**src/rtl/arq_flow_multi_lt_pkg.sv**
```systemverilog
// Shared types, packet-type codes and helpers for the per-LT ARQ/flow controller.
package arq_flow_multi_lt_pkg;

  // Action codes presented to the packet encoder
  typedef enum logic [1:0] {
    ActNull  = 2'd0,
    ActNew   = 2'd1,
    ActRetx  = 2'd2,
    ActFlush = 2'd3
  } tx_action_e;

  // RX header/payload tracking
  typedef enum logic [0:0] {
    StIdle = 1'b0,
    StHdr  = 1'b1
  } rx_state_e;

  // TYPE codes; 2, C and D are treated as reserved
  localparam logic [3:0] TypeNull = 4'h0;
  localparam logic [3:0] TypePoll = 4'h1;
  localparam logic [3:0] TypeDm1  = 4'h3;
  localparam logic [3:0] TypeDh1  = 4'h4;
  localparam logic [3:0] TypeHv1  = 4'h5;
  localparam logic [3:0] TypeHv2  = 4'h6;
  localparam logic [3:0] TypeHv3  = 4'h7;
  localparam logic [3:0] TypeDv   = 4'h8;
  localparam logic [3:0] TypeAux1 = 4'h9;
  localparam logic [3:0] TypeDm3  = 4'hA;
  localparam logic [3:0] TypeDh3  = 4'hB;
  localparam logic [3:0] TypeDm5  = 4'hE;
  localparam logic [3:0] TypeDh5  = 4'hF;

  // Packets carrying a sequenced payload
  function automatic logic is_data(logic [3:0] t);
    logic r;
    case (t)
      TypeDm1, TypeDh1, TypeDv, TypeDm3, TypeDh3, TypeDm5, TypeDh5: r = 1'b1;
      default: r = 1'b0;
    endcase
    return r;
  endfunction

  // Packets that never produce a payload verdict
  function automatic logic is_ctrl(logic [3:0] t);
    logic r;
    case (t)
      TypeNull, TypePoll, TypeHv1, TypeAux1, TypeHv2, TypeHv3: r = 1'b1;
      default: r = 1'b0;
    endcase
    return r;
  endfunction

endpackage

```
**src/rtl/arq_flow_multi_lt_if.sv**
```systemverilog
// Decoder/encoder/host-side bus of the ARQ/flow controller.
// ESCO_EN adds the eSCO window inputs.
interface arq_flow_multi_lt_if #(
  parameter int unsigned NUM_LT     = 8,
  parameter int unsigned LT_W       = 3,
  parameter int unsigned FLUSH_TO_W = 16
);
  logic                  conn_init_p;
  logic [LT_W-1:0]       conn_lt;
  logic                  is_master;
  logic                  rx_hdr_p;
  logic                  rx_hec_ok;
  logic [LT_W-1:0]       rx_lt_addr;
  logic [3:0]            rx_pktype;
  logic                  rx_flow;
  logic                  rx_arqn;
  logic                  rx_seqn;
  logic                  rx_end_p;
  logic                  rx_crc_ok;
  logic                  rx_timeout_p;
  logic [NUM_LT-1:0]     host_rxbuf_ok;
  logic                  tx_req_p;
  logic [LT_W-1:0]       tx_lt_addr;
  logic                  tx_has_data;
  logic                  flush_p;
  logic [LT_W-1:0]       flush_lt;
  logic [FLUSH_TO_W-1:0] flush_to;
  logic                  slot_p;
`ifdef ESCO_EN
  logic [LT_W-1:0]       esco_lt;
  logic                  esco_window;
  logic                  esco_win_end_p;
  logic                  esco_type_ok;
`endif
  logic                  tx_valid;
  logic [1:0]            tx_action;
  logic                  tx_seqn;
  logic                  tx_arqn;
  logic                  tx_flow;
  logic                  rx_accept_p;
  logic                  rx_ignore_p;
  logic                  rx_reject_p;
  logic                  payload_ack_p;
  logic                  flush_done_p;
  logic [LT_W-1:0]       ack_lt;
  logic [NUM_LT-1:0]     remote_stop;

  // Link-controller side
  modport master (
`ifdef ESCO_EN
    output esco_lt, esco_window, esco_win_end_p, esco_type_ok,
`endif
    output conn_init_p, conn_lt, is_master, rx_hdr_p, rx_hec_ok, rx_lt_addr, rx_pktype,
    output rx_flow, rx_arqn, rx_seqn, rx_end_p, rx_crc_ok, rx_timeout_p, host_rxbuf_ok,
    output tx_req_p, tx_lt_addr, tx_has_data, flush_p, flush_lt, flush_to, slot_p,
    input  tx_valid, tx_action, tx_seqn, tx_arqn, tx_flow, rx_accept_p, rx_ignore_p,
    input  rx_reject_p, payload_ack_p, flush_done_p, ack_lt, remote_stop
  );

  // ARQ controller side
  modport slave (
`ifdef ESCO_EN
    input  esco_lt, esco_window, esco_win_end_p, esco_type_ok,
`endif
    input  conn_init_p, conn_lt, is_master, rx_hdr_p, rx_hec_ok, rx_lt_addr, rx_pktype,
    input  rx_flow, rx_arqn, rx_seqn, rx_end_p, rx_crc_ok, rx_timeout_p, host_rxbuf_ok,
    input  tx_req_p, tx_lt_addr, tx_has_data, flush_p, flush_lt, flush_to, slot_p,
    output tx_valid, tx_action, tx_seqn, tx_arqn, tx_flow, rx_accept_p, rx_ignore_p,
    output rx_reject_p, payload_ack_p, flush_done_p, ack_lt, remote_stop
  );
endinterface

```
**src/rtl/arq_flow_multi_lt_ctx.sv**
```systemverilog
// One logical-transport state slice: SEQN, SEQN_old, ARQN, remote FLOW,
// outstanding payload, flush-pending and the auto-flush slot counter.
module arq_flow_multi_lt_ctx #(
  parameter int unsigned FLUSH_TO_W = 16
) (
  input  logic                  clk_6M,
  input  logic                  rstz,
  input  logic                  init_i,
  input  logic                  arqn_set_i,
  input  logic                  arqn_clr_i,
  input  logic                  seqn_old_wr_i,
  input  logic                  seqn_old_i,
  input  logic                  rstop_wr_i,
  input  logic                  rstop_i,
  input  logic                  ack_i,
  input  logic                  seqn_tgl_i,
  input  logic                  tx_new_i,
  input  logic                  tx_flush_i,
  input  logic                  flush_i,
  input  logic                  slot_i,
  input  logic [FLUSH_TO_W-1:0] flush_to_i,
  output logic                  seqn_o,
  output logic                  seqn_old_o,
  output logic                  arqn_o,
  output logic                  rstop_o,
  output logic                  outst_o,
  output logic                  flush_pend_o,
  output logic                  ack_hit_o,
  output logic                  ack_flush_o
);
  logic                  seqn_q, seqn_d;
  logic                  seqn_old_q, seqn_old_d;
  logic                  arqn_q, arqn_d;
  logic                  rstop_q, rstop_d;
  logic                  outst_q, outst_d;
  logic                  out_flush_q, out_flush_d;
  logic                  fpend_q, fpend_d;
  logic [FLUSH_TO_W-1:0] rtx_q, rtx_d;
  logic                  to_hit;

  assign ack_hit_o   = ack_i & outst_q & ~init_i;
  assign ack_flush_o = ack_hit_o & out_flush_q;
  assign to_hit      = outst_q & (flush_to_i != '0) & (rtx_q == flush_to_i);

  // Next-state; conn_init overrides every other event
  always_comb begin
    seqn_d      = seqn_q ^ (ack_hit_o ^ seqn_tgl_i);
    seqn_old_d  = seqn_old_wr_i ? seqn_old_i : seqn_old_q;
    arqn_d      = arqn_clr_i ? 1'b0 : (arqn_set_i ? 1'b1 : arqn_q);
    rstop_d     = rstop_wr_i ? rstop_i : rstop_q;
    outst_d     = outst_q;
    out_flush_d = out_flush_q;
    fpend_d     = fpend_q;
    rtx_d       = rtx_q;
    // An ACK means the payload got through, so any pending flush is moot
    if (ack_hit_o) begin
      outst_d     = 1'b0;
      out_flush_d = 1'b0;
      fpend_d     = 1'b0;
      rtx_d       = '0;
    end else begin
      if (flush_i || to_hit) fpend_d = 1'b1;
      if (slot_i && outst_q && (rtx_q != '1)) rtx_d = rtx_q + 1'b1;
    end
    if (tx_new_i || tx_flush_i) begin
      outst_d     = 1'b1;
      out_flush_d = tx_flush_i;
    end
    if (init_i) begin
      seqn_d      = 1'b1;
      seqn_old_d  = 1'b0;
      arqn_d      = 1'b0;
      rstop_d     = 1'b0;
      outst_d     = 1'b0;
      out_flush_d = 1'b0;
      fpend_d     = 1'b0;
      rtx_d       = '0;
    end
  end

  // State registers
  always_ff @(posedge clk_6M or negedge rstz) begin
    if (!rstz) begin
      seqn_q      <= 1'b1;
      seqn_old_q  <= 1'b0;
      arqn_q      <= 1'b0;
      rstop_q     <= 1'b0;
      outst_q     <= 1'b0;
      out_flush_q <= 1'b0;
      fpend_q     <= 1'b0;
      rtx_q       <= '0;
    end else begin
      seqn_q      <= seqn_d;
      seqn_old_q  <= seqn_old_d;
      arqn_q      <= arqn_d;
      rstop_q     <= rstop_d;
      outst_q     <= outst_d;
      out_flush_q <= out_flush_d;
      fpend_q     <= fpend_d;
      rtx_q       <= rtx_d;
    end
  end

  assign seqn_o       = seqn_q;
  assign seqn_old_o   = seqn_old_q;
  assign arqn_o       = arqn_q;
  assign rstop_o      = rstop_q;
  assign outst_o      = outst_q;
  assign flush_pend_o = fpend_q;

endmodule

```
**src/rtl/arq_flow_multi_lt.sv**
```systemverilog
// Per-LT ARQ/flow controller: RX header/payload judging, TX action selection
// and per-LT event decode onto NUM_LT context slices.
// Optional feature macro: ESCO_EN (eSCO window acceptance rules).
module arq_flow_multi_lt
  import arq_flow_multi_lt_pkg::*;
#(
  parameter int unsigned NUM_LT     = 8,
  parameter int unsigned LT_W       = 3,
  parameter int unsigned FLUSH_TO_W = 16
) (
  input logic                clk_6M,
  input logic                rstz,
  arq_flow_multi_lt_if.slave bus
);
  rx_state_e       st_q, st_d;
  logic [LT_W-1:0] pend_lt_q, pend_lt_d;
  logic [3:0]      pend_type_q, pend_type_d;
  logic            pend_seqn_q, pend_seqn_d;

  logic [NUM_LT-1:0] init_v, arqn_set_v, arqn_clr_v, sold_wr_v, rstop_wr_v, ack_v, stgl_v;
  logic [NUM_LT-1:0] tx_new_v, tx_flush_v, flush_v;
  logic [NUM_LT-1:0] seqn_v, seqn_old_v, arqn_v, rstop_v, outst_v, fpend_v;
  logic [NUM_LT-1:0] ack_hit_v, ack_flush_v;

  logic            hdr_fire, hdr_addr, end_fire, abort;
  logic            accept_d, ignore_d, reject_d;
  logic            accept_q, ignore_q, reject_q;
  logic            pack_q, fdone_q, tx_valid_q;
  logic            tx_seqn_q, tx_arqn_q, tx_flow_q;
  logic [LT_W-1:0] ack_lt_q;
  tx_action_e      act, tx_action_q;

`ifdef ESCO_EN
  logic esco_got_q, esco_got_d;
`endif

  // Broadcast (LT 0) is always treated as addressed
  assign hdr_addr = (bus.rx_lt_addr == bus.tx_lt_addr) || (bus.rx_lt_addr == '0);
  assign hdr_fire = bus.rx_hdr_p & ~bus.rx_timeout_p;
  assign end_fire = (st_q == StHdr) & bus.rx_end_p & ~bus.rx_timeout_p;
  assign abort    = (st_q == StHdr) & ~end_fire & (bus.rx_timeout_p | bus.rx_hdr_p);

  // RX FSM next-state: track the header of a payload awaiting its verdict
  always_comb begin
    st_d        = st_q;
    pend_lt_d   = pend_lt_q;
    pend_type_d = pend_type_q;
    pend_seqn_d = pend_seqn_q;
    if (hdr_fire && bus.rx_hec_ok && hdr_addr) begin
      st_d        = StHdr;
      pend_lt_d   = bus.rx_lt_addr;
      pend_type_d = bus.rx_pktype;
      pend_seqn_d = bus.rx_seqn;
    end else if (end_fire || abort) begin
      st_d = StIdle;
    end
  end

  // RX event decode onto per-LT strobes and verdicts
  always_comb begin
    init_v     = '0;
    arqn_set_v = '0;
    arqn_clr_v = '0;
    sold_wr_v  = '0;
    rstop_wr_v = '0;
    ack_v      = '0;
    stgl_v     = '0;
    flush_v    = '0;
    accept_d   = 1'b0;
    ignore_d   = 1'b0;
    reject_d   = 1'b0;
`ifdef ESCO_EN
    esco_got_d = esco_got_q;
`endif
    if (bus.conn_init_p) init_v[bus.conn_lt] = 1'b1;
    if (bus.flush_p) flush_v[bus.flush_lt] = 1'b1;
    if (bus.rx_timeout_p) arqn_clr_v[bus.tx_lt_addr] = 1'b1;
    if (hdr_fire) begin
      if (!bus.rx_hec_ok) begin
        arqn_clr_v[bus.tx_lt_addr] = 1'b1;
      end else if (!hdr_addr) begin
        if (bus.is_master) arqn_clr_v[bus.tx_lt_addr] = 1'b1;
      end else begin
        rstop_wr_v[bus.rx_lt_addr] = 1'b1;
        ack_v[bus.rx_lt_addr]      = bus.rx_arqn;
      end
    end
    if (abort) begin
      if (is_data(pend_type_q)) begin
        reject_d              = 1'b1;
        arqn_clr_v[pend_lt_q] = 1'b1;
      end
    end else if (end_fire) begin
`ifdef ESCO_EN
      if (bus.esco_window && (pend_lt_q == bus.esco_lt)) begin
        if (bus.rx_crc_ok && bus.esco_type_ok) begin
          arqn_set_v[pend_lt_q] = 1'b1;
          if (esco_got_q) begin
            ignore_d = 1'b1;
          end else begin
            accept_d             = 1'b1;
            sold_wr_v[pend_lt_q] = 1'b1;
            esco_got_d           = 1'b1;
          end
        end else begin
          reject_d              = 1'b1;
          arqn_clr_v[pend_lt_q] = 1'b1;
        end
      end else
`endif
      if (is_data(pend_type_q)) begin
        if (pend_seqn_q == seqn_old_v[pend_lt_q]) begin
          ignore_d              = 1'b1;
          arqn_set_v[pend_lt_q] = 1'b1;
        end else if (bus.rx_crc_ok && bus.host_rxbuf_ok[pend_lt_q]) begin
          accept_d              = 1'b1;
          sold_wr_v[pend_lt_q]  = 1'b1;
          arqn_set_v[pend_lt_q] = 1'b1;
        end else begin
          reject_d              = 1'b1;
          arqn_clr_v[pend_lt_q] = 1'b1;
        end
      end else if (!is_ctrl(pend_type_q)) begin
        reject_d              = 1'b1;
        arqn_clr_v[pend_lt_q] = 1'b1;
      end
    end
`ifdef ESCO_EN
    if (bus.esco_win_end_p) begin
      stgl_v[bus.esco_lt] = 1'b1;
      esco_got_d          = 1'b0;
    end
`endif
    // A connection restart on the pending LT swallows its verdict
    if (init_v[pend_lt_q]) begin
      accept_d = 1'b0;
      ignore_d = 1'b0;
      reject_d = 1'b0;
    end
    // Broadcasts are never acknowledged
    arqn_set_v[0] = 1'b0;
    arqn_clr_v[0] = 1'b0;
  end

  // TX action in priority order on the current state of tx_lt_addr
  always_comb begin
    tx_new_v   = '0;
    tx_flush_v = '0;
    act        = ActNull;
    if (rstop_v[bus.tx_lt_addr])      act = ActNull;
    else if (fpend_v[bus.tx_lt_addr]) act = ActFlush;
    else if (outst_v[bus.tx_lt_addr]) act = ActRetx;
    else if (bus.tx_has_data)         act = ActNew;
    if (bus.tx_req_p) begin
      tx_new_v[bus.tx_lt_addr]   = (act == ActNew);
      tx_flush_v[bus.tx_lt_addr] = (act == ActFlush);
    end
  end

  for (genvar i = 0; i < NUM_LT; i++) begin : g_lt
    arq_flow_multi_lt_ctx #(
      .FLUSH_TO_W(FLUSH_TO_W)
    ) u_ctx (
      .clk_6M       (clk_6M),
      .rstz         (rstz),
      .init_i       (init_v[i]),
      .arqn_set_i   (arqn_set_v[i]),
      .arqn_clr_i   (arqn_clr_v[i]),
      .seqn_old_wr_i(sold_wr_v[i]),
      .seqn_old_i   (pend_seqn_q),
      .rstop_wr_i   (rstop_wr_v[i]),
      .rstop_i      (~bus.rx_flow),
      .ack_i        (ack_v[i]),
      .seqn_tgl_i   (stgl_v[i]),
      .tx_new_i     (tx_new_v[i]),
      .tx_flush_i   (tx_flush_v[i]),
      .flush_i      (flush_v[i]),
      .slot_i       (bus.slot_p),
      .flush_to_i   (bus.flush_to),
      .seqn_o       (seqn_v[i]),
      .seqn_old_o   (seqn_old_v[i]),
      .arqn_o       (arqn_v[i]),
      .rstop_o      (rstop_v[i]),
      .outst_o      (outst_v[i]),
      .flush_pend_o (fpend_v[i]),
      .ack_hit_o    (ack_hit_v[i]),
      .ack_flush_o  (ack_flush_v[i])
    );
  end

  // RX FSM state register
  always_ff @(posedge clk_6M or negedge rstz) begin
    if (!rstz) begin
      st_q        <= StIdle;
      pend_lt_q   <= '0;
      pend_type_q <= '0;
      pend_seqn_q <= 1'b0;
    end else begin
      st_q        <= st_d;
      pend_lt_q   <= pend_lt_d;
      pend_type_q <= pend_type_d;
      pend_seqn_q <= pend_seqn_d;
    end
  end

`ifdef ESCO_EN
  // First-good-packet tracker for the current eSCO window
  always_ff @(posedge clk_6M or negedge rstz) begin
    if (!rstz) esco_got_q <= 1'b0;
    else       esco_got_q <= esco_got_d;
  end
`endif

  // Registered outputs; TX header bits hold until the next tx_valid
  always_ff @(posedge clk_6M or negedge rstz) begin
    if (!rstz) begin
      tx_valid_q  <= 1'b0;
      tx_action_q <= ActNull;
      tx_seqn_q   <= 1'b0;
      tx_arqn_q   <= 1'b0;
      tx_flow_q   <= 1'b0;
      accept_q    <= 1'b0;
      ignore_q    <= 1'b0;
      reject_q    <= 1'b0;
      pack_q      <= 1'b0;
      fdone_q     <= 1'b0;
      ack_lt_q    <= '0;
    end else begin
      tx_valid_q <= bus.tx_req_p;
      if (bus.tx_req_p) begin
        tx_action_q <= act;
        tx_seqn_q   <= seqn_v[bus.tx_lt_addr];
        tx_arqn_q   <= arqn_v[bus.tx_lt_addr];
        tx_flow_q   <= bus.host_rxbuf_ok[bus.tx_lt_addr];
      end
      accept_q <= accept_d;
      ignore_q <= ignore_d;
      reject_q <= reject_d;
      pack_q   <= |(ack_hit_v & ~ack_flush_v);
      fdone_q  <= |ack_flush_v;
      if (|ack_hit_v) ack_lt_q <= bus.rx_lt_addr;
    end
  end

  assign bus.tx_valid      = tx_valid_q;
  assign bus.tx_action     = tx_action_q;
  assign bus.tx_seqn       = tx_seqn_q;
  assign bus.tx_arqn       = tx_arqn_q;
  assign bus.tx_flow       = tx_flow_q;
  assign bus.rx_accept_p   = accept_q;
  assign bus.rx_ignore_p   = ignore_q;
  assign bus.rx_reject_p   = reject_q;
  assign bus.payload_ack_p = pack_q;
  assign bus.flush_done_p  = fdone_q;
  assign bus.ack_lt        = ack_lt_q;
  assign bus.remote_stop   = rstop_v;

endmodule
```
**src/flat_wrapper.sv**
```systemverilog
// flat-port wrapper written by rule: the top's interface ports become plain ports
module arq_flow_multi_lt_flat import arq_flow_multi_lt_pkg::*;
#(
  parameter int unsigned NUM_LT     = 8,
  parameter int unsigned LT_W       = 3,
  parameter int unsigned FLUSH_TO_W = 16
)
  (clk_6M, rstz, bus_conn_init_p, bus_conn_lt, bus_is_master, bus_rx_hdr_p, bus_rx_hec_ok, bus_rx_lt_addr, bus_rx_pktype, bus_rx_flow, bus_rx_arqn, bus_rx_seqn, bus_rx_end_p, bus_rx_crc_ok, bus_rx_timeout_p, bus_host_rxbuf_ok, bus_tx_req_p, bus_tx_lt_addr, bus_tx_has_data, bus_flush_p, bus_flush_lt, bus_flush_to, bus_slot_p, bus_tx_valid, bus_tx_action, bus_tx_seqn, bus_tx_arqn, bus_tx_flow, bus_rx_accept_p, bus_rx_ignore_p, bus_rx_reject_p, bus_payload_ack_p, bus_flush_done_p, bus_ack_lt, bus_remote_stop);
  arq_flow_multi_lt_if #(.NUM_LT(NUM_LT), .LT_W(LT_W), .FLUSH_TO_W(FLUSH_TO_W)) bus_i ();
  input logic clk_6M;
  input logic rstz;
  input wire logic [$bits(bus_i.conn_init_p)-1:0] bus_conn_init_p;
  input wire logic [$bits(bus_i.conn_lt)-1:0] bus_conn_lt;
  input wire logic [$bits(bus_i.is_master)-1:0] bus_is_master;
  input wire logic [$bits(bus_i.rx_hdr_p)-1:0] bus_rx_hdr_p;
  input wire logic [$bits(bus_i.rx_hec_ok)-1:0] bus_rx_hec_ok;
  input wire logic [$bits(bus_i.rx_lt_addr)-1:0] bus_rx_lt_addr;
  input wire logic [$bits(bus_i.rx_pktype)-1:0] bus_rx_pktype;
  input wire logic [$bits(bus_i.rx_flow)-1:0] bus_rx_flow;
  input wire logic [$bits(bus_i.rx_arqn)-1:0] bus_rx_arqn;
  input wire logic [$bits(bus_i.rx_seqn)-1:0] bus_rx_seqn;
  input wire logic [$bits(bus_i.rx_end_p)-1:0] bus_rx_end_p;
  input wire logic [$bits(bus_i.rx_crc_ok)-1:0] bus_rx_crc_ok;
  input wire logic [$bits(bus_i.rx_timeout_p)-1:0] bus_rx_timeout_p;
  input wire logic [$bits(bus_i.host_rxbuf_ok)-1:0] bus_host_rxbuf_ok;
  input wire logic [$bits(bus_i.tx_req_p)-1:0] bus_tx_req_p;
  input wire logic [$bits(bus_i.tx_lt_addr)-1:0] bus_tx_lt_addr;
  input wire logic [$bits(bus_i.tx_has_data)-1:0] bus_tx_has_data;
  input wire logic [$bits(bus_i.flush_p)-1:0] bus_flush_p;
  input wire logic [$bits(bus_i.flush_lt)-1:0] bus_flush_lt;
  input wire logic [$bits(bus_i.flush_to)-1:0] bus_flush_to;
  input wire logic [$bits(bus_i.slot_p)-1:0] bus_slot_p;
  output wire logic [$bits(bus_i.tx_valid)-1:0] bus_tx_valid;
  output wire logic [$bits(bus_i.tx_action)-1:0] bus_tx_action;
  output wire logic [$bits(bus_i.tx_seqn)-1:0] bus_tx_seqn;
  output wire logic [$bits(bus_i.tx_arqn)-1:0] bus_tx_arqn;
  output wire logic [$bits(bus_i.tx_flow)-1:0] bus_tx_flow;
  output wire logic [$bits(bus_i.rx_accept_p)-1:0] bus_rx_accept_p;
  output wire logic [$bits(bus_i.rx_ignore_p)-1:0] bus_rx_ignore_p;
  output wire logic [$bits(bus_i.rx_reject_p)-1:0] bus_rx_reject_p;
  output wire logic [$bits(bus_i.payload_ack_p)-1:0] bus_payload_ack_p;
  output wire logic [$bits(bus_i.flush_done_p)-1:0] bus_flush_done_p;
  output wire logic [$bits(bus_i.ack_lt)-1:0] bus_ack_lt;
  output wire logic [$bits(bus_i.remote_stop)-1:0] bus_remote_stop;
  assign bus_i.conn_init_p = bus_conn_init_p;
  assign bus_i.conn_lt = bus_conn_lt;
  assign bus_i.is_master = bus_is_master;
  assign bus_i.rx_hdr_p = bus_rx_hdr_p;
  assign bus_i.rx_hec_ok = bus_rx_hec_ok;
  assign bus_i.rx_lt_addr = bus_rx_lt_addr;
  assign bus_i.rx_pktype = bus_rx_pktype;
  assign bus_i.rx_flow = bus_rx_flow;
  assign bus_i.rx_arqn = bus_rx_arqn;
  assign bus_i.rx_seqn = bus_rx_seqn;
  assign bus_i.rx_end_p = bus_rx_end_p;
  assign bus_i.rx_crc_ok = bus_rx_crc_ok;
  assign bus_i.rx_timeout_p = bus_rx_timeout_p;
  assign bus_i.host_rxbuf_ok = bus_host_rxbuf_ok;
  assign bus_i.tx_req_p = bus_tx_req_p;
  assign bus_i.tx_lt_addr = bus_tx_lt_addr;
  assign bus_i.tx_has_data = bus_tx_has_data;
  assign bus_i.flush_p = bus_flush_p;
  assign bus_i.flush_lt = bus_flush_lt;
  assign bus_i.flush_to = bus_flush_to;
  assign bus_i.slot_p = bus_slot_p;
  assign bus_tx_valid = bus_i.tx_valid;
  assign bus_tx_action = bus_i.tx_action;
  assign bus_tx_seqn = bus_i.tx_seqn;
  assign bus_tx_arqn = bus_i.tx_arqn;
  assign bus_tx_flow = bus_i.tx_flow;
  assign bus_rx_accept_p = bus_i.rx_accept_p;
  assign bus_rx_ignore_p = bus_i.rx_ignore_p;
  assign bus_rx_reject_p = bus_i.rx_reject_p;
  assign bus_payload_ack_p = bus_i.payload_ack_p;
  assign bus_flush_done_p = bus_i.flush_done_p;
  assign bus_ack_lt = bus_i.ack_lt;
  assign bus_remote_stop = bus_i.remote_stop;
  arq_flow_multi_lt #(.NUM_LT(NUM_LT), .LT_W(LT_W), .FLUSH_TO_W(FLUSH_TO_W)) u_core (.clk_6M(clk_6M), .rstz(rstz), .bus(bus_i));
endmodule
```
**config.mk**
```make
export PLATFORM = sky130hd
export DESIGN_NAME = arq_flow_multi_lt_flat
export DESIGN_NICKNAME = d
export VERILOG_FILES = /design/src/rtl/arq_flow_multi_lt_pkg.sv /design/src/rtl/arq_flow_multi_lt_if.sv /design/src/rtl/arq_flow_multi_lt_ctx.sv /design/src/rtl/arq_flow_multi_lt.sv /design/src/flat_wrapper.sv
export SDC_FILE = /design/constraint.sdc
export NUM_CORES = 1
export LEC_CHECK = 0
export CAP_MARGIN = 30
export CORE_MARGIN = 2
export CORE_UTILIZATION = 35
export CTS_CLUSTER_DIAMETER = 200
export DETAILED_ROUTE_END_ITERATION = 8
export SLEW_MARGIN = 15
export SYNTH_ARGS = -nofsm -noshare
export SYNTH_HDL_FRONTEND = slang
export SYNTH_SLANG_ARGS = --single-unit
```
**constraint.sdc**
```tcl
create_clock -name clk_6M -period 2.55 [get_ports clk_6M]
set_input_delay 0.765 -clock clk_6M [delete_from_list [all_inputs] [get_ports clk_6M]]
set_output_delay 0.765 -clock clk_6M [all_outputs]
set_load 0.02 [all_outputs]
```
==> results list <==
- STA classifies the critical path endpoint as a flop.
* Dominant cell type by count on the critical path: sky130_fd_sc_hd__buf_4
- CTS sink count: about 210
* Top flip-flop cell by instance count after synthesis: sky130_fd_sc_hd__dfrtp_1
- Synth Net Count: approximately 1.5k
* Weighted congestion reported at the end of routability-driven placement: ~0.93
* Hold slack: around 0.19 ns
- The largest single stage delay on the critical path is slightly below 0.6 ns.
* Max Fanout on Critical Path: 5
* Peak supply drop: ~0.54 mV
* Worst reg2reg setup slack: roughly 0.21 ns
- Post-synthesis share of cell area spent on and, or, nand and nor gates: 24.3%
- Worst reg2reg endpoint: u_core.g_lt[6].u_ctx.arqn_o
* Number of standard cells after synthesis: about 1.4k
- Top delay family on crit path: buffers and inverters
* Ratio of final minimum period to clock period: 97.6%
- Area used by multi-input combinational logic: around 7300 µm²
* Synth Warn #: 0
- For this run the aggregate overflow at the end of global routing stands at 0.
* Portion of synthesized cell area occupied by the leading cell type: between 30 and 40%
* Worst slew slack as a fraction of its limit: between 60% and 70%
- Number of search-and-repair iterations in the first detailed-routing pass: 5
* Initial drt markers: roughly 820
- Number of antenna repair diodes: 0
- Final Util: around 45%
- The floorplan has 70 rows.
- The via count of the first global-routing pass was around 11k.
- The worst setup path is launched from a primary input.
* Cell with the largest stage delay on the worst path: sky130_fd_sc_hd__clkdlybuf4s50_1
- After detailed routing, the number of remaining DRC violations is 0.
- For this configuration, the core starts out at a cell density of roughly 35%.
- Counting flops with an async set or reset pin after synthesis yields a share of 100%.
- Max cap viols: 0
* Number of antenna violations at the first check in global routing: 0
* Via total after detailed routing: ~11k
- Ranked by total cell area, the synthesized netlist is headed by sky130_fd_sc_hd__dfrtp_1 (39%), sky130_fd_sc_hd__xnor2_1 (9.7%), sky130_fd_sc_hd__xor2_1 (7.7%).
- Core footprint: 36300 µm²
* PwrDens: about 630 nW/µm²
- After detailed routing, the total wire length is roughly 40000 µm.
- Data on the critical path is required at its endpoint by 2.97 ns.
- Dominant combinational cell family by area after synthesis: simple AND/OR/NAND/NOR gates
- For this design the static power due to leakage is 6.91 nW.
- Stages on the worst setup path: 9
* Sequential cell area in the final layout: 5170 µm²
- The finished cells cover ~16000 µm².
* Worst hold-check path type: primary input to async pin
- For this run, the total global-route usage over all layers was measured as roughly a fifth.
- Post-Route Skew: 0.0180 ns
* Design Power: 10.3 mW
- The floorplan step defined a die boundary enclosing 38300 µm².
- The worst setup path is of the primary input to flop kind.
- Transition at the pin with the smallest max-transition slack: around 0.51 ns
* Routed wire per std cell: ~19 µm
- Worst reg2reg path depth: 8
- Layout cells sized above 1: a little under a fifth
- 78 I/O pins were placed.
* Hold buffer count at cts: 0
* Run status: finished, final reports clean
- Buffers on Ports: slightly below 80
- Final setup fails: 0
* Fraction of synthesized area in multiplexers: between 3 and 4%
- RR Startpoint: u_core.pend_lt_q[0]
- Cell breakdown of the critical path: clkdlybuf4s50_1 > buf_4 > nor2b_1 > and3_1 > o22ai_1 > o221ai_1 > o31ai_2 > buf_4 > mux2_2
- Final-stage net count: between 1.5k and 2k
- Clock Tree Root: sky130_fd_sc_hd__clkbuf_16
- Compound-gate portion of the synthesized area: 9.83%
- Fillcell total: ~3.4k
* Most area-hungry cell type in the Yosys netlist: sky130_fd_sc_hd__dfrtp_1
- The final hold violation count was 0.
- The clock passes through at most 3 buffers.
- The synthesized design contains a little over 200 register bits.
- Adding up every negative setup slack in the final design gives 0 ns.
- From synthesis to final layout, the design area changed by 27.9%.
- Clock-pin slew was measured on the worst setup and hold paths at approximately 0.060 ns.
- Global-route wire length before repair: around 62000 µm
* Inserted Clock Buffers: 26
- Setup repair after global routing left no endpoint under its margin.
- Data arrival, critical path: 2.91 ns
- TritonCTS built the clock tree.
- Distinct cell type count of the synthesized netlist: slightly below 80
* Die width: approximately 200 µm
* Start point of the critical path: bus_conn_lt[2]
- Synthesized cell area: between 10000 and 15000 µm²
* Buffer and inverter count on the worst path: 3
- Summing all placed instances gives a cell area of 15400 µm².
- Number of pins exceeding their max-slew limit in the final report: 0
* Pin count of the biggest net entering global routing: 50
* Post-Synthesis Mean Instance Area: 9.21 µm²
- The synthesized netlist devotes less than 1% of its cell area to adder and majority cells.
- HPWL after detailed placement: 29200 µm
- For the worst-skew pair, the clock arrives at the later sink with an insertion delay of about 0.55 ns.
- Destination of the critical timing path: u_core.bus.ack_lt[0]
- After layout, the minimum clock period comes to between 2 and 2.5 ns.
* EDFF count, synth: 0
- Sequential cell area fraction in the yosys report: between 40% and 50%
- Dividing the detail-routed via count by the number of cells gives approximately 5.4.
* Vertical die dimension: 196 µm
- Post-detailed-route count of antenna-violating nets: 0
* Depth of the CTS H-tree: 1
- Based on the critical path, the design can be clocked at up to ~400 MHz.
* XOR/XNOR Fraction of Synth Area: roughly 17%
## how the worst min path moves through the flow
stage / to / slack (ns)
final: u_core.bus.tx_valid / 0.19
after floorplan: u_core.bus.ack_lt[0] / 0.47
after global routing: u_core.bus.tx_valid / 0.21
after CTS: u_core.bus.tx_valid / 0.19
after global placement: u_core.g_lt[7].u_ctx.seqn_old_o / 0.48
after detailed placement: u_core.g_lt[2].u_ctx.seqn_old_o / 0.49
## cell usage in the layout, fill, tap and decap left out, drive strengths merged, types with 10 or more instances in the layout
cell             n
nor4            37
a311oi          12
nand2b          10
and2            13
and4            15
mux2i           16
clkbuf          44
xor2           113
dfrtp          198
buf            188
inv             24
nor2           183
a211oi          10
nand4           71
nor3            21
clkdlybuf4s50   73
nor2b           15
xnor2          143
a21oi           34
nand2           88
nand3           83
o21ai           34
mux2            18
nand3b          10
and3            30
## area by class of cell
| type | count | area share [%] |
|---|---|---|
| multi-input cells | 1081 | 44.3 |
| flip-flops and latches | 206 | 31.4 |
| repair buffers | 266 | 14.9 |
| clock buffers | 41 | 5.10 |
| well taps | 468 | 3.56 |
| inverters | 23 | 0.525 |
| clock inverters | 6 | 0.205 |
## sequential cells by signal (all words and copies together) (netlist names), 3 cells and up
| name | count |
|---|---|
| u_core.g_lt.u_ctx.seqn_old_o | 8 |
| u_core.g_lt.u_ctx.seqn_o | 8 |
| u_core.g_lt.u_ctx.rstop_o | 8 |
| u_core.g_lt.u_ctx.outst_o | 8 |
| u_core.g_lt.u_ctx.rtx_q | 128 |
| u_core.pend_lt_q | 3 |
| u_core.bus.ack_lt | 3 |
| u_core.g_lt.u_ctx.flush_pend_o | 8 |
| u_core.g_lt.u_ctx.arqn_o | 7 |
| u_core.g_lt.u_ctx.out_flush_q | 8 |
| u_core.pend_type_q | 4 |
## power by group
| part | internal (mW) | switching (mW) | total, mW | leakage, nW |
|---|---|---|---|---|
| registers | 3.66 | 0.542 | 4.21 | 2.75 |
| clock network | 2.24 | 1.46 | 3.70 | 0.439 |
| logic | 1.15 | 1.25 | 2.40 | 3.72 |
| total | 7.05 | 3.25 | 10.3 | 6.91 |
## metrics by stage
| step | instances | setup WS (ns) |
|---|---|---|
| floorplan | 1396 | 0.0123 |
| global placement | 2038 | -0.621 |
| detailed placement | 2038 | -0.647 |
| CTS | 2085 | 0.0186 |
| global route | 2091 | 0.00302 |
| finish | 2091 | 0.0609 |
## per-layer routing
layer  wire (µm)  part of all wire [%]  GRT usage, %  vias up
met2       17800                    45          33.0      378
li1            -                     -             -     5386
met5           0                     0             0        -
met3        2590                   6.5          3.28      101
met1       17700                    45          28.4     5513
met4        1580                   4.0          7.13        0
## cells by family after synthesis
logic type | after synthesis
AOI/OAI and AO/OA | 171
buffers and inverters | 109
DFF | 206
adders and majority gates | 8
muxes | 38
xor gates and xnor gates | 256
and+or+nand+nor | 608
## synth_stat cells (9+ instances only)
| library cell | count |
|---|---|
| sky130_fd_sc_hd__dfrtp_1 | 198 |
| sky130_fd_sc_hd__nor2_1 | 183 |
| sky130_fd_sc_hd__xnor2_1 | 143 |
| sky130_fd_sc_hd__xor2_1 | 113 |
| sky130_fd_sc_hd__nand2_1 | 88 |
| sky130_fd_sc_hd__nand3_1 | 83 |
| sky130_fd_sc_hd__nand4_1 | 71 |
| sky130_fd_sc_hd__clkbuf_1 | 48 |
| sky130_fd_sc_hd__nor4_1 | 35 |
| sky130_fd_sc_hd__a21oi_1 | 34 |
| sky130_fd_sc_hd__and3_1 | 30 |
| sky130_fd_sc_hd__inv_1 | 23 |
| sky130_fd_sc_hd__o21ai_0 | 22 |
| sky130_fd_sc_hd__nor3_1 | 21 |
| sky130_fd_sc_hd__buf_2 | 18 |
| sky130_fd_sc_hd__mux2_2 | 18 |
| sky130_fd_sc_hd__mux2i_1 | 16 |
| sky130_fd_sc_hd__and4_1 | 15 |
| sky130_fd_sc_hd__nor2b_1 | 15 |
| sky130_fd_sc_hd__and2_1 | 12 |
| sky130_fd_sc_hd__buf_4 | 12 |
| sky130_fd_sc_hd__a311oi_1 | 11 |
| sky130_fd_sc_hd__nand2b_1 | 10 |
| sky130_fd_sc_hd__nand3b_1 | 10 |
| sky130_fd_sc_hd__a211oi_1 | 9 |
| sky130_fd_sc_hd__a31oi_1 | 9 |
| sky130_fd_sc_hd__o221ai_1 | 9 |
| sky130_fd_sc_hd__o32ai_1 | 9 |
## timing repair
| item | 4_1_cts | 5_1_grt |
|---|---|---|
| setup buffers | 0 | 4 |
| endpoints found under the setup margin | 21 | 147 |
| resized for setup | 5 | 14 |
| cloned | 0 | 2 |
| pin swaps | 1 | 10 |
(Power assumes the default switching activity.)
